### src/rtl/leb128_stream_dec.sv
// -----------------------------------------------------------------------------
// leb128_stream_dec
//
// Byte-serial LEB128 decoder. Encoded bytes arrive one per cycle on a
// valid/ready stream. Each byte carries a continuation flag (bit 7) and seven
// payload bits, least significant group first. The decoder accumulates up to
// MAXB bytes and emits one W-bit value with its byte length on a registered,
// back-pressurable output. Signed (SLEB128) or unsigned (ULEB128)
// interpretation is chosen per value by in_signed on the first byte.
//
// Malformed input is flagged on o_err:
//   - range:    the final permitted byte carries payload bits beyond W that
//               are not a proper zero/sign extension of the value;
//   - overlong: the final permitted byte still has its continuation flag set.
//               The decoder then discards bytes up to and including the next
//               byte without a continuation flag, so the stream resynchronises
//               on the next value boundary.
//
// Ports
//   clk        clock, rising edge
//   rst_n      asynchronous active-low reset
//   in_data    encoded byte (bit 7 = continuation, bits 6:0 = payload)
//   in_valid   in_data valid
//   in_signed  1 = SLEB128, sampled with the first byte of a value
//   in_ready   byte accepted when in_valid & in_ready
//   o_data     decoded value (undefined when o_err is set)
//   o_len      number of bytes consumed by this value (1..MAXB)
//   o_err      value is malformed
//   o_valid    output valid
//   o_ready    consumer accepts when o_valid & o_ready
// -----------------------------------------------------------------------------
module leb128_stream_dec #(
    parameter int W    = 32,                 // output width, 8..64
    parameter int MAXB = (W + 6) / 7,        // derived: max encoded bytes
    parameter int LW   = $clog2(MAXB + 1)    // derived: width of o_len
) (
    input  logic          clk,
    input  logic          rst_n,
    input  logic [7:0]    in_data,
    input  logic          in_valid,
    input  logic          in_signed,
    output logic          in_ready,
    output logic [W-1:0]  o_data,
    output logic [LW-1:0] o_len,
    output logic          o_err,
    output logic          o_valid,
    input  logic          o_ready
);

    // Payload space covered by MAXB bytes; always at least W wide.
    localparam int PW        = 7 * MAXB;
    // Bit position of payload bit 0 of the final permitted byte.
    localparam int LAST_BASE = 7 * (MAXB - 1);
    // Payload bit of the final byte that lands on value bit W-1.
    localparam int MSB_IDX   = W - 1 - LAST_BASE;

    typedef enum logic {
        ST_ACC   = 1'b0,   // accumulating a value
        ST_DRAIN = 1'b1    // discarding the tail of an overlong value
    } state_e;

    // ------------------------------------------------------------------
    // State
    // ------------------------------------------------------------------
    state_e          state_q, state_d;
    logic [LW-1:0]   cnt_q, cnt_d;      // index of the next byte in the value
    logic [W-1:0]    acc_q, acc_d;      // payload gathered so far
    logic            sgn_q, sgn_d;      // sign mode latched on the first byte

    logic            o_valid_q, o_valid_d;
    logic [W-1:0]    o_data_q,  o_data_d;
    logic [LW-1:0]   o_len_q,   o_len_d;
    logic            o_err_q,   o_err_d;

    // ------------------------------------------------------------------
    // Datapath helpers
    // ------------------------------------------------------------------
    logic            accept;
    logic            is_first;
    logic            is_last;
    logic            cur_signed;
    logic            terminate;
    logic            overlong;
    logic            range_bad;
    logic [PW-1:0]   payload_wide;
    logic [PW-1:0]   ext_mask;
    logic [W-1:0]    acc_merge;
    logic [W-1:0]    value;

    // A stalled output register blocks input, so a terminating byte can
    // never overwrite a value the consumer has not yet taken.
    assign in_ready = !o_valid_q | o_ready;
    assign accept   = in_valid & in_ready;

    assign is_first   = (cnt_q == '0);
    assign is_last    = (cnt_q == LW'(MAXB - 1));
    // The first byte of a value must use the live in_signed; later bytes use
    // the latched copy.
    assign cur_signed = is_first ? in_signed : sgn_q;

    // NOTE: every signal assigned in an always_comb gets a default at the top
    // of the block, so no path leaves it unassigned and no latch is inferred.
    always_comb begin
        payload_wide = PW'(in_data[6:0]) << (7 * int'(cnt_q));
        acc_merge    = acc_q | payload_wide[W-1:0];

        // Ones from bit 7*(cnt+1) upward. When the value already fills all
        // MAXB bytes the shift reaches PW and the mask is empty.
        ext_mask = {PW{1'b1}} << (7 * (int'(cnt_q) + 1));

        if (cur_signed && in_data[6]) begin
            value = acc_merge | ext_mask[W-1:0];
        end else begin
            value = acc_merge;
        end

        // Only the final permitted byte can carry bits at or beyond W. They
        // must be zero (unsigned) or copies of value bit W-1 (signed).
        range_bad = 1'b0;
        for (int i = 0; i < 7; i++) begin
            if (LAST_BASE + i >= W) begin
                if (cur_signed) begin
                    if (in_data[i] != in_data[MSB_IDX]) range_bad = 1'b1;
                end else begin
                    if (in_data[i]) range_bad = 1'b1;
                end
            end
        end
    end

    assign terminate = accept && (state_q == ST_ACC) && (!in_data[7] || is_last);
    assign overlong  = terminate && is_last && in_data[7];

    // ------------------------------------------------------------------
    // Next-state logic
    // ------------------------------------------------------------------
    always_comb begin
        state_d = state_q;
        cnt_d   = cnt_q;
        acc_d   = acc_q;
        sgn_d   = sgn_q;

        unique case (state_q)
            ST_ACC: begin
                if (accept) begin
                    if (is_first) sgn_d = in_signed;
                    if (terminate) begin
                        // The value leaves through the output register; start
                        // the next one from a clean accumulator.
                        cnt_d = '0;
                        acc_d = '0;
                        if (overlong) state_d = ST_DRAIN;
                    end else begin
                        cnt_d = cnt_q + LW'(1);
                        acc_d = acc_merge;
                    end
                end
            end
            ST_DRAIN: begin
                // The byte without a continuation flag ends the bad value;
                // it is discarded too, and the following byte starts afresh.
                if (accept && !in_data[7]) state_d = ST_ACC;
            end
            default: state_d = ST_ACC;
        endcase
    end

    // ------------------------------------------------------------------
    // Output register next-state
    // ------------------------------------------------------------------
    always_comb begin
        o_valid_d = o_valid_q;
        o_data_d  = o_data_q;
        o_len_d   = o_len_q;
        o_err_d   = o_err_q;

        if (terminate) begin
            // A handshake on the same edge is implied by accept (in_ready
            // needs o_ready while valid), so loading here replaces the
            // departing value and keeps one value per cycle.
            o_valid_d = 1'b1;
            o_data_d  = value;
            o_len_d   = cnt_q + LW'(1);
            o_err_d   = is_last && (in_data[7] || range_bad);
        end else if (o_ready) begin
            o_valid_d = 1'b0;
        end
    end

    // ------------------------------------------------------------------
    // Registers
    // ------------------------------------------------------------------
    // NOTE: sequential state uses non-blocking assignments so every flop
    // samples its _d input from before the edge, independent of block order.
    always_ff @(posedge clk or negedge rst_n) begin
        if (!rst_n) begin
            state_q   <= ST_ACC;
            cnt_q     <= '0;
            acc_q     <= '0;
            sgn_q     <= 1'b0;
            o_valid_q <= 1'b0;
            o_data_q  <= '0;
            o_len_q   <= '0;
            o_err_q   <= 1'b0;
        end else begin
            state_q   <= state_d;
            cnt_q     <= cnt_d;
            acc_q     <= acc_d;
            sgn_q     <= sgn_d;
            o_valid_q <= o_valid_d;
            o_data_q  <= o_data_d;
            o_len_q   <= o_len_d;
            o_err_q   <= o_err_d;
        end
    end

    assign o_valid = o_valid_q;
    assign o_data  = o_data_q;
    assign o_len   = o_len_q;
    assign o_err   = o_err_q;

endmodule

### config.mk
export PLATFORM = sky130hd
export DESIGN_NAME = leb128_stream_dec
export DESIGN_NICKNAME = d
export VERILOG_FILES = /design/src/rtl/leb128_stream_dec.sv
export SDC_FILE = /design/constraint.sdc
export NUM_CORES = 1
export LEC_CHECK = 0
export ABC_CLOCK_PERIOD_IN_PS = 3150
export BUFFER_PORTS_ARGS = -buffer_cell sky130_fd_sc_hd__buf_2
export CORE_MARGIN = 3
export CORE_UTILIZATION = 52
export DETAILED_ROUTE_END_ITERATION = 6
export HOLD_SLACK_MARGIN = 0.02
export PLACE_DENSITY = 0.78
export SYNTH_ARGS = -nofsm -noshare
export SYNTH_HDL_FRONTEND = slang
export SYNTH_SLANG_ARGS = --single-unit
### constraint.sdc
create_clock -name clk -period 3.15 [get_ports clk]
set_input_delay 0.63 -clock clk [delete_from_list [all_inputs] [get_ports clk]]
set_output_delay 0.63 -clock clk [all_outputs]
set_load 0.02 [all_outputs]
==> results.env <==
FINALWEIGHTEDCONGESTION=0.872
DRT-TOTAL-WL_UM=10000
SYNTH.NET_COUNT=426
FIN_WS_NS=0.0493
CTS_ROOT_BUFFER='clkbuf_8'
PWR-SHARE-SEQ=0.295
CTS_INSERTED_BUFFERS=9
REPORT.POWER.TOTAL_W=0.00529
SYNTH_EDF_COUNT=0
INITIALDRTVIOLATIONCOUNT=274
YOSYSSEQAREASHARE=0.495
GRT_REMAINING_OVERFLOW=0
POWER_REPORT.INTERNAL_TOTAL_W=0.00286
POWER.SHARE.SWITCHING=0.460
TOTAL_SWITCHING_POWER_W=0.00243
MAX-CLOCK-PATH-BUFFERS=2
SYNTH_AREA_LEADER_CELL='dfrtp_1'
DP.FINAL_HPWL_UM=7080
YOSYS_MOST_USED_DFF='dfrtp_1'
NUMPORTBUFFERS=50
FP.DIEH_UM=90.8
TIMING.CRITICAL_PATH.REQUIRED_NS=3.44
CTS_HOLD_BUFFERS=0
FINISH.INSTANCE_AREA_MM2=0.00451
FIN_WORST_SKEW_NS=0.00665
FIN_WORST_HOLD_SLACK_NS=0.332
TIMING_WORST_SLEW_PIN_VALUE_NS=0.768
WORSTSKEWPAIRLATENCY_NS=0.36
FIRST_GLOBAL_VIAS=3210
CP.ARRIVAL_NS=3.40
FIRSTDRTPASSITERS=5
PLACE_WS_NS=-0.00261
STATUS='finished clean'
SYN2LAYOUT_AREA_GROWTH_PCT=20.6
GRT_FIRST_PASS_WIRELENGTH_UM=16500
TOTAL_VIA_COUNT_AFTER_DETAILED_ROUTING=3369
INITIAL_ANTENNA_VIOLATION_COUNT=0
LARGEST_VDD_SUPPLY_DROP_mV=0.488
SYNTHESIS.AREA_MM2=0.00374
GRT_MAX_DEGREE=53
NUMBER_OF_LIBRARY_CELL_TYPES_MAPPED_BY_SYNTHESIS=51
SYNTHESIS.INSTANCES=404
WL_MET1_UM=4590
UNREPAIRED_SETUP_ENDPOINTS_AFTER_GLOBAL_ROUTING='true'
POST_DRT_VIA_CELL_RATIO=5.96
TOP_SIGNAL_LAYER_USED='met4'
SYNTH-SEQ-CELLS=74
POSTSYNTH.ASYNCRESETSHARE=1.00
POST_SYNTH.CELL_AREA_AVG_UM2=9.26
WORSTREGTOREGCELLS=14
YOSYS-TOP-CELLS-AREA='dfrtp_1 (49%), a21oi_1 (8.8%), nor2_1 (5.6%)'
NUMBER_OF_H_TREE_BRANCHING_LEVELS=3
ANTENNA_VIOLATING_NETS_POST_ROUTE=0
STD_CELL_ROWS=30
DIE_WIDTH_UM=90.8
WORSTHOLDPATHTYPE='primary input to async pin'
MET3WIRELENGTH_UM=599
MAX_CLOCK_FREQ_MHz=323
DRC=0
CTS.SINKS=74
DESIGN.CORE.AREA_MM2=0.00687
CRITICAL_PATH.MAX_FANOUT=7
INITIAL_CORE_UTIL=0.545
MAXCAP_VIOLATIONS=0
POWER.CLOCK.FRACTION=0.141
PATH_CLASS='flip-flop to flip-flop'
DRIVE_GT1_FRAC=0.249
REPORT.FINAL.SLEW_VIOL_COUNT=0
GLOBAL_ROUTING_USAGE_SUMMED_ACROSS_ALL_ROUTING_LAYERS=0.253
MET2_WIRELENGTH_UM=4720
P_LEAK_nW=2.05
WORST_SLEW_MARGIN_REL=0.484
POWER_PER_CELL_AREA_mW_PER_MM2=1170
CP-START-KIND='flip-flop'
POWER.COMBINATIONAL.FRACTION=0.563
DRT-WIRELENGTH-PER-CELL_UM=17.8
TIMING.FINAL.CRIT_PERIOD_NS=3.10
DESIGN.DIE.AREA_MM2=0.00825
REPORT.FINAL.HOLD_VIOL_COUNT=0
POSTPLACECELLAREA_MM2=0.00424
DIODES=0
CLKSLEWWORSTSETUPHOLDPATHS_NS=0.08
FINALSETUPVIOLATIONS=0
SYNTHMOSTINSTANTIATEDCELL='dfrtp_1'
SYNTH-WARNING-COUNT=0
IO-PIN-COUNT=51
SETUP.WORST_PATH.END_CLASS='flip-flop'
CTS_TREE='done'
SYNTH_COMMON_CELLS='dfrtp_1 (74), a21oi_1 (66), nor2_1 (56)'
FIN_NETS=486
SYNTH_TOP_AREA_SHARE=0.495
TIMING.FINAL.CRIT_SHARE=0.984
## final timing paths
kind | start | endpoint | slack, ns
setup / recovery | cnt_q[0]$_DFFE_PN0P_ | o_data[8]$_DFFE_PN0P_ | 0.05
min in group clk | o_len[2]$_DFFE_PN0P_ | o_len[2]$_DFFE_PN0P_ | 0.47
setup reg to reg | cnt_q[0]$_DFFE_PN0P_ | o_data[8]$_DFFE_PN0P_ | 0.05
max in group asynchronous | rst_n | o_data[9]$_DFFE_PN0P_ | 2.13
hold / removal | rst_n | o_data[14]$_DFFE_PN0P_ | 0.33
hold reg to reg | o_len[2]$_DFFE_PN0P_ | o_len[2]$_DFFE_PN0P_ | 0.47
## through the flow
step	std cells	setup TNS [ns]	utilization
finish	565	0	0.657
global route	565	-0.742	0.657
CTS	563	0	0.646
detailed placement	547	-0.00261	0.617
global placement	547	0	0.617
floorplan	404	0	-
## kinds of logic after synthesis
family,after synthesis,share of synthesized area
xor+xnor,4,0.00937
simple gates,140,0.178
compound gates,139,0.232
buf+inv,32,0.0355
mux,6,0.0181
flops,74,0.495
fa+ha+maj,9,0.0321
## final cells by class
type                            count  area, µm²
Fill cell                         587       2360
Multi-Input combinational cell    298       1860
Sequential cell                    74       1850
Timing Repair Buffer               73        452
Clock buffer                       10        128
Tap cell                           96        120
Clock inverter                      6       65.1
Inverter                            8       32.5
## routing by layer
layer | GRT usage | up-vias
li1 | - | 1555
met1 | 0.361 | 1685
met5 | 0 | -
met4 | 0.0791 | 0
met3 | 0.0458 | 11
met2 | 0.392 | 118
## power by group through the flow
stage,logic [W],clock network (W),registers [W]
final,0.00298,0.000748,0.00156
after global routing,0.00326,0.000795,0.00161
after CTS,0.00287,0.000746,0.00155
after detailed placement,0.00285,0,0.00157
after global placement,0.00283,0,0.00155
after floorplan,0.00173,0,0.00184
## registers in the layout, indices dropped and copies added (netlist names)
| name | cells |
|---|---|
| acc_q | 32 |
| o_data | 32 |
| cnt_q | 3 |
| o_len | 3 |
| o_err | 1 |
| o_valid | 1 |
| sgn_q | 1 |
| state_q | 1 |
## cell usage in the layout, fill, tap and decap left out, types with 2 or more instances in the layout
cell type	count
or3_1	4
dfrtp_1	74
xnor2_1	2
inv_2	3
nor2_1	56
ha_1	4
clkinv_2	2
buf_4	20
nor3_1	6
inv_1	3
nand2_1	35
a211o_1	4
nand2b_1	4
nand3_1	4
nor3_2	3
mux2_2	2
o211ai_1	10
nand4_1	2
buf_12	2
o22a_1	10
and3_1	4
a211oi_1	2
or2_1	2
buf_2	50
a21oi_1	65
nor2b_1	12
o21a_1	10
a31oi_1	11
ha_4	3
mux2i_2	2
o21ai_0	11
clkbuf_8	9
o311ai_1	2
## critical path: stages (launching register included)
cell and delay [ns]:
dfrtp_1 0.41, buf_6 0.13, inv_4 0.03, ha_4 0.26, xor2_2 0.17, xnor2_1 0.15
ha_2 0.23, inv_2 0.04, fa_2 0.33, and2b_2 0.27, or2_4 0.14, o211ai_1 0.25
buf_4 0.27, o211ai_1 0.20, o21a_1 0.16
## timing repair
item,CTS,global route
pin swaps,0,11
gates resized for setup,1,13
setup endpoints to repair,1,29
buffers inserted,0,2
Power figures use the tool's default switching activity.
